**src/rtl/reg_bank_write_arbiter_pkg.sv**
```systemverilog
// Shared encodings and defaults for the register-bank write arbiter.
package reg_bank_write_arbiter_pkg;

    // Arbiter FSM state encodings
    localparam logic [1:0] StIdle  = 2'd0;
    localparam logic [1:0] StWrite = 2'd1;
    localparam logic [1:0] StClear = 2'd2;

    // Default geometry
    localparam int unsigned DefWordSize = 16;
    localparam int unsigned DefNumReq   = 3;
    localparam int unsigned DefNumRegs  = 8;
    localparam int unsigned DefAddrW    = 3;

    // Width of a requester index; never below one bit so a single requester still elaborates
    function automatic int unsigned ptr_width(input int unsigned n);
        return (n > 1) ? $clog2(n) : 1;
    endfunction

endpackage

```
**src/rtl/reg_bank_write_arbiter_rr_picker.sv**
```systemverilog
// Combinational round-robin select: first set request at or above the pointer, wrapping.
module reg_bank_write_arbiter_rr_picker
    import reg_bank_write_arbiter_pkg::*;
#(
    parameter int unsigned NUM_REQ = DefNumReq,
    parameter int unsigned PTR_W   = ptr_width(DefNumReq)
) (
    input  logic [NUM_REQ-1:0] req_i,
    input  logic [PTR_W-1:0]   rr_ptr_i,
    output logic [NUM_REQ-1:0] winner_o,
    output logic               valid_o
);

    // Scan upward from the pointer first, then wrap to the indices below it
    always_comb begin
        winner_o = '0;
        valid_o  = 1'b0;
        for (int j = 0; j < int'(NUM_REQ); j++) begin
            if (!valid_o && req_i[j] && (j >= int'(rr_ptr_i))) begin
                winner_o[j] = 1'b1;
                valid_o     = 1'b1;
            end
        end
        for (int j = 0; j < int'(NUM_REQ); j++) begin
            if (!valid_o && req_i[j] && (j < int'(rr_ptr_i))) begin
                winner_o[j] = 1'b1;
                valid_o     = 1'b1;
            end
        end
    end

endmodule

```
**src/rtl/reg_bank_write_arbiter.sv**
```systemverilog
// Round-robin arbiter for the write port of a register bank, plus a one-register-per-cycle
// clear sweep. All outputs are registered.
module reg_bank_write_arbiter
    import reg_bank_write_arbiter_pkg::*;
#(
    parameter int unsigned WORD_SIZE = DefWordSize,
    parameter int unsigned NUM_REQ   = DefNumReq,
    parameter int unsigned NUM_REGS  = DefNumRegs,
    parameter int unsigned ADDR_W    = DefAddrW
) (
    input  logic                           clk,
    input  logic                           reset,
    input  logic [NUM_REQ-1:0]             req,
    input  logic [NUM_REQ*ADDR_W-1:0]      req_addr,
    input  logic [NUM_REQ*WORD_SIZE-1:0]   req_data,
    input  logic                           clear_req,
    output logic [NUM_REQ-1:0]             grant,
    output logic [NUM_REGS-1:0]            reg_load,
    output logic [NUM_REGS-1:0]            reg_clear,
    output logic [WORD_SIZE-1:0]           reg_data,
    output logic                           busy,
    output logic                           clear_done
);

    localparam int unsigned PtrW = ptr_width(NUM_REQ);

    logic [1:0]           state_q, state_d;
    logic [PtrW-1:0]      rr_ptr_q, rr_ptr_d;
    logic [ADDR_W-1:0]    clr_idx_q, clr_idx_d;
    logic [NUM_REQ-1:0]   grant_q, grant_d;
    logic [NUM_REGS-1:0]  reg_load_q, reg_load_d;
    logic [NUM_REGS-1:0]  reg_clear_q, reg_clear_d;
    logic [WORD_SIZE-1:0] reg_data_q, reg_data_d;
    logic                 busy_q, busy_d;
    logic                 clear_done_q, clear_done_d;

    logic [NUM_REQ-1:0]   winner;
    logic                 winner_valid;
    logic [ADDR_W-1:0]    win_addr;
    logic [WORD_SIZE-1:0] win_data;
    logic [PtrW-1:0]      win_idx;
    logic [ADDR_W-1:0]    clr_next;
    logic [NUM_REGS-1:0]  load_dec;
    logic [NUM_REGS-1:0]  clr_dec;

    reg_bank_write_arbiter_rr_picker #(
        .NUM_REQ (NUM_REQ),
        .PTR_W   (PtrW)
    ) u_rr_picker (
        .req_i    (req),
        .rr_ptr_i (rr_ptr_q),
        .winner_o (winner),
        .valid_o  (winner_valid)
    );

    // Select the winner's address and data and recover its index
    always_comb begin
        win_addr = '0;
        win_data = '0;
        win_idx  = '0;
        for (int i = 0; i < int'(NUM_REQ); i++) begin
            if (winner[i]) begin
                win_addr = req_addr[i*ADDR_W +: ADDR_W];
                win_data = req_data[i*WORD_SIZE +: WORD_SIZE];
                win_idx  = PtrW'(i);
            end
        end
    end

    // Register index the sweep shows next: 0 when starting from IDLE
    assign clr_next = (state_q == StClear) ? clr_idx_q + 1'b1 : '0;

    // One-hot decodes; an out-of-range address decodes to all zeros
    always_comb begin
        load_dec = '0;
        clr_dec  = '0;
        for (int r = 0; r < int'(NUM_REGS); r++) begin
            load_dec[r] = (int'(win_addr) == r);
            clr_dec[r]  = (int'(clr_next) == r);
        end
    end

    // FSM next state and next registered outputs
    always_comb begin
        state_d      = state_q;
        rr_ptr_d     = rr_ptr_q;
        clr_idx_d    = clr_idx_q;
        grant_d      = '0;
        reg_load_d   = '0;
        reg_clear_d  = '0;
        reg_data_d   = reg_data_q;
        busy_d       = 1'b0;
        clear_done_d = 1'b0;
        case (state_q)
            StIdle: begin
                // A clear request beats any pending write
                if (clear_req) begin
                    state_d     = StClear;
                    clr_idx_d   = clr_next;
                    reg_clear_d = clr_dec;
                    busy_d      = 1'b1;
                end else if (winner_valid) begin
                    state_d    = StWrite;
                    grant_d    = winner;
                    reg_load_d = load_dec;
                    reg_data_d = win_data;
                    busy_d     = 1'b1;
                    // Pointer only matters in IDLE, so advancing it now is equivalent
                    if (32'(win_idx) + 32'd1 >= NUM_REQ) begin
                        rr_ptr_d = '0;
                    end else begin
                        rr_ptr_d = win_idx + 1'b1;
                    end
                end
            end
            StWrite: begin
                // Mandatory IDLE cycle so a held req cannot be granted twice
                state_d = StIdle;
            end
            StClear: begin
                if (clr_idx_q == ADDR_W'(NUM_REGS - 1)) begin
                    state_d      = StIdle;
                    clr_idx_d    = '0;
                    clear_done_d = 1'b1;
                end else begin
                    clr_idx_d   = clr_next;
                    reg_clear_d = clr_dec;
                    busy_d      = 1'b1;
                end
            end
            default: begin
                state_d = StIdle;
            end
        endcase
    end

    // State and output registers with asynchronous active-low reset
    always_ff @(posedge clk or negedge reset) begin
        if (!reset) begin
            state_q      <= StIdle;
            rr_ptr_q     <= '0;
            clr_idx_q    <= '0;
            grant_q      <= '0;
            reg_load_q   <= '0;
            reg_clear_q  <= '0;
            reg_data_q   <= '0;
            busy_q       <= 1'b0;
            clear_done_q <= 1'b0;
        end else begin
            state_q      <= state_d;
            rr_ptr_q     <= rr_ptr_d;
            clr_idx_q    <= clr_idx_d;
            grant_q      <= grant_d;
            reg_load_q   <= reg_load_d;
            reg_clear_q  <= reg_clear_d;
            reg_data_q   <= reg_data_d;
            busy_q       <= busy_d;
            clear_done_q <= clear_done_d;
        end
    end

    assign grant      = grant_q;
    assign reg_load   = reg_load_q;
    assign reg_clear  = reg_clear_q;
    assign reg_data   = reg_data_q;
    assign busy       = busy_q;
    assign clear_done = clear_done_q;

endmodule
```
**config.mk**
```make
export PLATFORM = sky130hd
export DESIGN_NAME = reg_bank_write_arbiter
export DESIGN_NICKNAME = d
export VERILOG_FILES = /design/src/rtl/reg_bank_write_arbiter_pkg.sv /design/src/rtl/reg_bank_write_arbiter_rr_picker.sv /design/src/rtl/reg_bank_write_arbiter.sv
export SDC_FILE = /design/constraint.sdc
export NUM_CORES = 1
export LEC_CHECK = 0
export CORE_UTILIZATION = 30
export CTS_CLUSTER_DIAMETER = 120
export CTS_CLUSTER_SIZE = 8
export DETAILED_ROUTE_END_ITERATION = 6
export DONT_BUFFER_PORTS = 1
export PLACE_DENSITY = 0.45
export SETUP_SLACK_MARGIN = 0.02
export SLEW_MARGIN = 5
export SYNTH_ARGS = -nofsm -noshare
export SYNTH_HDL_FRONTEND = slang
export SYNTH_SLANG_ARGS = --single-unit
```
**constraint.sdc**
```tcl
create_clock -name clk -period 1.6 [get_ports clk]
set_clock_uncertainty 0.05 [all_clocks]
set_input_delay 0.24 -clock clk [delete_from_list [all_inputs] [get_ports clk]]
set_output_delay 0.24 -clock clk [all_outputs]
set_load 0.03 [all_outputs]
```
==> results by group, run 1 <==
Outcome
  – Outcome: complete, but fails checks
  – Failing checks: negative setup slack

Layout
  – Area of the multi-input gates: around 950 um2
  – Final nets: 267
  – Area Overhead vs Synth: 25.8%
  – Reg area: 1100 um2
  – Final Cell Area: 2490 um2
  – Antenna diodes: 0
  – # fillers: a little over 600
  – Share of post-route cells with drive strength above 1: around 28%
  – Layout Utilization: 39.2%

Synthesis
  – Sequential share of the synthesized area: a little under three fifths
  – Synth Warn #: 0
  – Most common cell in the netlist: dfrtp_1
  – Synthesized area: 1980 um2
  – Top-area cell type share of the netlist area: about 56%
  – Syn_nets: 244
  – Yosys reg bits: 44
  – Top post-synthesis cells by area: dfrtp_1, a222oi_1, nor2_1
  – Post-synth EDFFs: 0
  – Synth area leader: dfrtp_1
  – Ys flop type: dfrtp_1
  – Synth unique cells: 40
  – Synth Instances: 179
  – Syn avg cell area: 11.0 um2
  – Commonest cells in the netlist: dfrtp_1, nor2_1, a21oi_1
  – Ys async rst share: 100%

Floorplan
  – Die width: 83.2 um
  – Die Height: about 83 um
  – Core Region: roughly 6300 um2
  – Die ar.: 6920 um2
  – Initial Util: 31.1%
  – IO Pins: 100
  – Rows: 29

Timing
  – Achievable Freq: 537 MHz
  – Slew Viols, Final: 0
  – Final setup viols: 25
  – Final worst path period need: between 1500 and 2000 ps
  – Hold Slack: 45.3 ps
  – Unrepaired setup endpoints after global routing: true
  – Final Worst Setup Slack: -262 ps
  – Setup TNS: -3790 ps
  – Slew headroom: 57.7%
  – Fin crit share: 116%
  – Final hold vios: 0
  – Least-Margin Pin Slew: 632 ps

Global route
  – Grt total ovfl: 0
  – GRT Util Overall: 15.3%
  – Largest net degree at the start of global routing: 45
  – Initial antenna violation count: 0
  – First-pass GRT wire length: between 8000 and 9000 um
  – Vias in the first global route: 1619

Worst setup path
  – Max FO, Critical Path: 8
  – Worst EP required: 1720 ps
  – Critical path data arrival time: 1980 ps
  – Startpoint types: register
  – Endpoint class of the critical path: register
  – Critical path type: register to register

Job
  – Number of max-cap violations: 0

Clocking
  – Cts bufs inserted: 5
  – # H-tree levels: 2
  – Clk buf depth: 2
  – CTS clk-pin slew, worst paths: 80 ps
  – CTS tree: done
  – Clock Root Buffer: clkbuf_8
  – Worst skew pair latency: 290 ps
  – Clock sink count: 44

Pwr
  – Lkg Pwr: 1.05 nW
  – Total Power: 0.00491 W
  – PwrDens: 1970 nW/um2
  – Max VDD drop: around 0.81 mV

Place
  – PortBufs: 0
  – Placement Cell Area: 2170 um2
  – Routability Congestion: 0.738
  – Post-DP HPWL: 3280 um

Route
  – DRC: 0
  – Vias/cell: 5.74
  – DR WL/cell: 19.1 um
  – Final ANT Viol Nets: 0
  – Iter 0 DRT Violations: around 110
  – Final WL: 5340 um
  – Total number of vias: between 1500 and 2000
  – Pre-antenna DRT Iters: 4

Hold path
  – Tightest Hold Check Type: primary input to register
==> worst paths after layout <==
| path | slack [ps] | from | cells after the start | endpoint |
|---|---|---|---|---|
| worst max register to register | -260 | rr_ptr_q[0] | 6 | reg_data[0] |
| worst max-delay path | -260 | rr_ptr_q[0] | 6 | reg_data[0] |
| worst min-delay path | 50 | req[0] | 2 | rr_ptr_q[0] |
| worst min register to register | 470 | clr_idx_q[1] | 2 | clr_idx_q[1] |
| max in group asynchronous | 860 | reset | 2 | rr_ptr_q[0] |
| min in group asynchronous | 430 | reset | 2 | reg_load[7] |
==> kinds of logic (layout without fill, tap and decap cells) <==
| family | after synthesis | after routing | synth area share [%] |
|---|---|---|---|
| buffers and inverters | 12 | 34 | 3.61 |
| DFF | 44 | 44 | 55.7 |
| AOI/OAI and AO/OA | 47 | 49 | 19.1 |
| and+or+nand+nor | 70 | 70 | 18.2 |
| muxes | 4 | 4 | 2.15 |
| adders and majority gates | 2 | 2 | 1.27 |
==> routing by layer <==
layer / vias to the layer above / track usage (%) / share of wire (%)
met4: 0 / 4.86 / 1.0
met5: - / 0 / 0
met1: 789 / 17.0 / 39
met2: 81 / 28.2 / 54
met3: 8 / 3.98 / 5.9
li1: 728 / - / -
==> critical path, stage by stage (launching register included) <==
cell,delay [ps]
dfrtp_2,450
nor3b_4,170
o31a_1,330
buf_4,180
buf_6,130
a222oi_1,310
a21oi_1,120
==> power breakdown <==
part | switching, W | internal [W] | total (W)
logic | 0.000947 | 0.000915 | 0.00186
registers | 0.000862 | 0.00149 | 0.00235
clock network | 0.000347 | 0.000352 | 0.000700
==> cells in the final DEF, fill, tap and decap left out, types with 2 or more instances in the layout <==
| cell | synthesis | final |
|---|---|---|
| a21oi_1 | 17 | 17 |
| a222oi_1 | 16 | 16 |
| and2_1 | 3 | 3 |
| and3_1 | 3 | 2 |
| buf_12 | 0 | 2 |
| buf_4 | 0 | 16 |
| buf_6 | 3 | 4 |
| clkbuf_1 | 4 | 2 |
| clkbuf_8 | 0 | 6 |
| dfrtp_1 | 44 | 43 |
| inv_1 | 2 | 2 |
| mux2_2 | 2 | 2 |
| mux2i_1 | 2 | 2 |
| nand2_1 | 7 | 6 |
| nand2b_1 | 5 | 4 |
| nand2b_4 | 0 | 2 |
| nand3_1 | 3 | 2 |
| nand3b_1 | 2 | 2 |
| nor2_1 | 29 | 28 |
| nor3_1 | 6 | 3 |
| nor3_2 | 0 | 2 |
| o2111ai_1 | 2 | 2 |
| o211a_4 | 0 | 3 |
==> sequential cells by signal, indices dropped and copies added, names as in the netlist <==
| signal | cells |
|---|---|
| rr_ptr_q | 2 |
| clear_done | 1 |
| grant | 3 |
| reg_load | 8 |
| reg_data | 16 |
| state_q | 2 |
| reg_clear | 8 |
| busy | 1 |
| clr_idx_q | 3 |
==> area by class of cell <==
cell class | instances | share of cell area [%]
sequential | 44 | 44.3
multi-input combinational | 125 | 38.1
timing repair buffer | 24 | 9.76
tap | 77 | 3.87
clock buffer | 8 | 3.62
inverter | 2 | 0.302
==> metrics by stage <==
| stage | std cells | setup slack [ps] |
|---|---|---|
| CTS | 275 | -169 |
| finish | 280 | -262 |
| detailed placement | 262 | -225 |
| floorplan | 179 | -151 |
| global route | 280 | -289 |
| global placement | 262 | -95.6 |
==> timing repair <==
item                       CTS  global route
hold endpoints to repair    44             0
resized for setup           10            19
hold buffers                 2             0
gates cloned                 2             1
setup endpoints to repair   26            29
setup buffers                1             4
pin swaps                    5            16
Power figures use the tool's default switching activity.
==> run 2: changes to the inputs <==
Settings changed: ABC_AREA set to 1, GPL_ROUTABILITY_DRIVEN set to 1, SYNTH_HIERARCHICAL set to 1.
==> results by group, run 2 <==
Outcome
  – Outcome: complete, but fails checks
  – Failing checks: negative setup slack

Layout
  – Commonest non-fill, non-tap cells in the layout: nand2_1, dfrtp_1, nand3_1, nor2_1, buf_4
  – Final Cell Area: 2630 um2 (+5.9%)
  – Final nets: 369 (+38%)
  – Number of flip-flops under the largest register name: 16 (unchanged)
  – Area Overhead vs Synth: 21.5%
  – Commonest non-fill, non-tap cell in the layout: nand2_1
  – Antenna diodes: 0 (unchanged)
  – Share of post-route cells with drive strength above 1: 22.0% (-5.6 points)
  – Layout Utilization: 38.3% (-0.83 points)

Synthesis
  – Post-synth EDFFs: 0 (unchanged)
  – Adder-cell area share of the yosys netlist: 1.15% (-0.11 points)
  – Synth Warn #: 6 (+6)
  – Syn avg cell area: 7.74 um2 (-30%)
  – Synthesized area: 2170 um2 (+9.6%)
  – Synth unique cells: 21 (-48%)
  – Synth Instances: 280 (+56%)
  – Top post-synthesis cells by area: dfrtp_1, nand2_1, nand3_1
  – Synth area leader: dfrtp_1
  – Top-area cell type share of the netlist area: 50.8% (-4.9 points)
  – Complex-gate fraction of the synthesized area: 2.71% (-16 points)
  – Syn_nets: 345 (+41%)
  – Sequential share of the synthesized area: 50.8% (-4.9 points)
  – Synth Area in XOR/XNOR: 0% (unchanged)
  – Ys flop type: dfrtp_1
  – Post-synthesis simple-gate area fraction: 38.7% (+21 points)
  – Yosys reg bits: 44 (unchanged)
  – Main combinational cell family by area after synthesis: simple AND/OR/NAND/NOR gates
  – Commonest cells in the netlist: nand2_1, dfrtp_1, nand3_1
  – Mux contribution to synthesized area: 0% (-2.2 points)
  – Ys async rst share: 100% (unchanged)
  – Most common cell in the netlist: nand2_1

Pwr
  – Flop pwr share: 44.1% (-3.7 points)
  – Power share of the clock group: 17.3% (+3.1 points)
  – PwrDens: 1840 nW/um2 (-6.9%)
  – Max VDD drop: 0.480 mV (-40%)
  – Logic pwr share: 38.5% (+0.6 points)
  – Lkg Pwr: 1.34 nW (+28%)
  – Int Power: 0.00264 W (-4.0%)
  – Net Sw Frac: 45.4% (+1.5 points)
  – Psw: 0.00220 W (+1.8%)

Clocking
  – Clk buf depth: 2 (unchanged)
  – Worst skew pair latency: 290 ps (about the same)
  – Cts bufs inserted: 5 (unchanged)
  – # H-tree levels: 2 (unchanged)
  – Clock Root Buffer: clkbuf_8
  – CTS tree: done
  – Clock sink count: 44 (unchanged)
  – CTS clk-pin slew, worst paths: 80 ps (about the same)

Timing
  – Unrepaired setup endpoints after global routing: true
  – Slew Viols, Final: 0 (unchanged)
  – Slew headroom: 78.2% (+21 points)
  – Achievable Freq: 597 MHz (+11%)
  – Fin crit share: 105% (-12 points)
  – Final Worst Setup Slack: -76.0 ps (+186 ps)
  – Setup TNS: -1300 ps (+2490 ps)
  – Final hold vios: 0 (unchanged)
  – Final setup viols: 24 (-4.0%)
  – Final worst path period need: 1680 ps (-186 ps)
  – Least-Margin Pin Slew: 323 ps (-309 ps)

Floorplan
  – Rows: 30 (+3.4%)
  – Die ar.: 7570 um2 (+9.4%)
  – Die width: 87.0 um (+4.6%)
  – Die Height: 87.0 um (+4.6%)
  – IO Pins: 100 (unchanged)
  – Initial Util: 31.5% (+0.42 points)
  – Core Region: 6870 um2 (+8.2%)

Job
  – Number of max-cap violations: 0 (unchanged)

Global route
  – GRT Util Overall: 14.9% (-0.34 points)
  – Grt total ovfl: 0 (unchanged)
  – Largest net degree at the start of global routing: 45 (unchanged)
  – Initial antenna violation count: 0 (unchanged)
  – Vias in the first global route: 1719 (+6.2%)
  – First-pass GRT wire length: 8540 um (+3.4%)

Hold path
  – Tightest Hold Check Type: primary input to register
  – Hold Path Depth: 2 (unchanged)

Worst setup path
  – Crit-path cells: nand2_1 > nand2_2 > nand4_1 > nand2_2 > nor2_2 > buf_6 > nand2_2 > nand3_1 > nand2_1 > nor2_1
  – Most common cell type on the critical path: nand2_2
  – Worst path slowest cell: dfrtp_1
  – Worst EP required: 1770 ps (+50 ps)
  – R2r worst-path depth: 10 (+4)
  – Startpoint types: register
  – Max FO, Critical Path: 5 (-3)
  – CP peak stage delay: 420 ps (-30 ps)
  – Critical path type: register to register
  – R2r setup slk: -80 ps (+190 ps)
  – Endpoint class of the critical path: register
  – Critical path data arrival time: 1850 ps (-130 ps)

Route
  – Pre-antenna DRT Iters: 4 (unchanged)
  – Iter 0 DRT Violations: 69 (-36%)
  – Final ANT Viol Nets: 0 (unchanged)
  – Total number of vias: 1802 (+12%)
  – DRC: 0 (unchanged)
  – DR WL/cell: 13.2 um (-31%)
  – Final WL: 5310 um (-0.64%)
  – Vias/cell: 4.49 (-22%)

Place
  – PortBufs: 0 (unchanged)
  – Placement Cell Area: 2390 um2 (+9.9%)
  – Routability Congestion: 0.771 (+4.5%)
  – Post-DP HPWL: 3950 um (+20%)
run 2: cell types whose count changed after synthesis, sizes merged, moves of 4 or more:
cell,delta
nand2,+112
nand3,+37
inv,+17
a222oi,-16
a21oi,-14
nand2b,-6
buf,+5
clkbuf,-4
o21ai,+4
run 2: final timing paths:
check | from | to
max in group asynchronous | reset | reg_data[7]
setup reg to reg | rr_ptr_q[1] | reg_load[6]
setup / recovery | rr_ptr_q[1] | reg_load[6]
hold / removal | clear_req | busy
hold reg to reg | rr_ptr_q[0] | rr_ptr_q[0]
min in group asynchronous | reset | reg_clear[4]
run 2: power groups by stage:
stage          clock network (W)  logic (W)  registers [W]
6_report                0.000839    0.00187        0.00214
5_1_grt                 0.000922    0.00215        0.00219
4_1_cts                 0.000877    0.00183        0.00215
3_5_place_dp                   0    0.00171        0.00217
3_3_place_gp                   0    0.00169        0.00217
2_1_floorplan                  0    0.00124        0.00210
run 2: what timing repair did:
action / CTS / global route
setup endpoints to repair: 25 / 33
resized for setup: 10 / 8
hold buffers: 2 / 0
setup buffers: 3 / 1
hold endpoints to repair: 44 / 0
pin swaps: 8 / 5
cloned: 1 / 0
run 2: layer usage:
| metal | up-vias | GRT usage (%) | wire, um | share of wire (%) |
|---|---|---|---|---|
| met1 | 799 | 18.6 | 2340 | 44 |
| met5 | - | 0 | 0 | 0 |
| met2 | 69 | 24.3 | 2540 | 48 |
| met3 | 7 | 4.55 | 343 | 6.5 |
| li1 | 927 | - | - | - |
| met4 | 0 | 5.61 | 85 | 1.6 |
run 2: through the flow:
step           cells  setup slack (ps)  power (W)  hold WS (ps)
6_report         401             -76.0    0.00484          71.2
5_1_grt          401              -270    0.00526          72.5
4_1_cts          400             -81.3    0.00486          57.1
3_5_place_dp     386              -117    0.00388          -105
3_3_place_gp     386             -90.4    0.00386          -105
2_1_floorplan    280              29.5    0.00334          -106
run 2: area by class of cell:
cell class                 instances  area, um2
tap                               96        120
clock buffer                       5       68.8
clock inverter                     3       42.5
timing repair buffer              28        264
sequential                        44       1100
multi-input combinational        206        966
inverter                          19       71.3
fill                             716       4240
run 2: critical path, delay by kind of cell (launching register included):
family,cells,cell delay (ps)
DFF,1,420
buffers and inverters,1,160
and+or+nand+nor,9,980
run 2: cell families after synthesis:
kind of cell,count (synthesis)
DFF,44
adders and majority gates,2
AOI/OAI and AO/OA,10
buffers and inverters,30
and+or+nand+nor,194
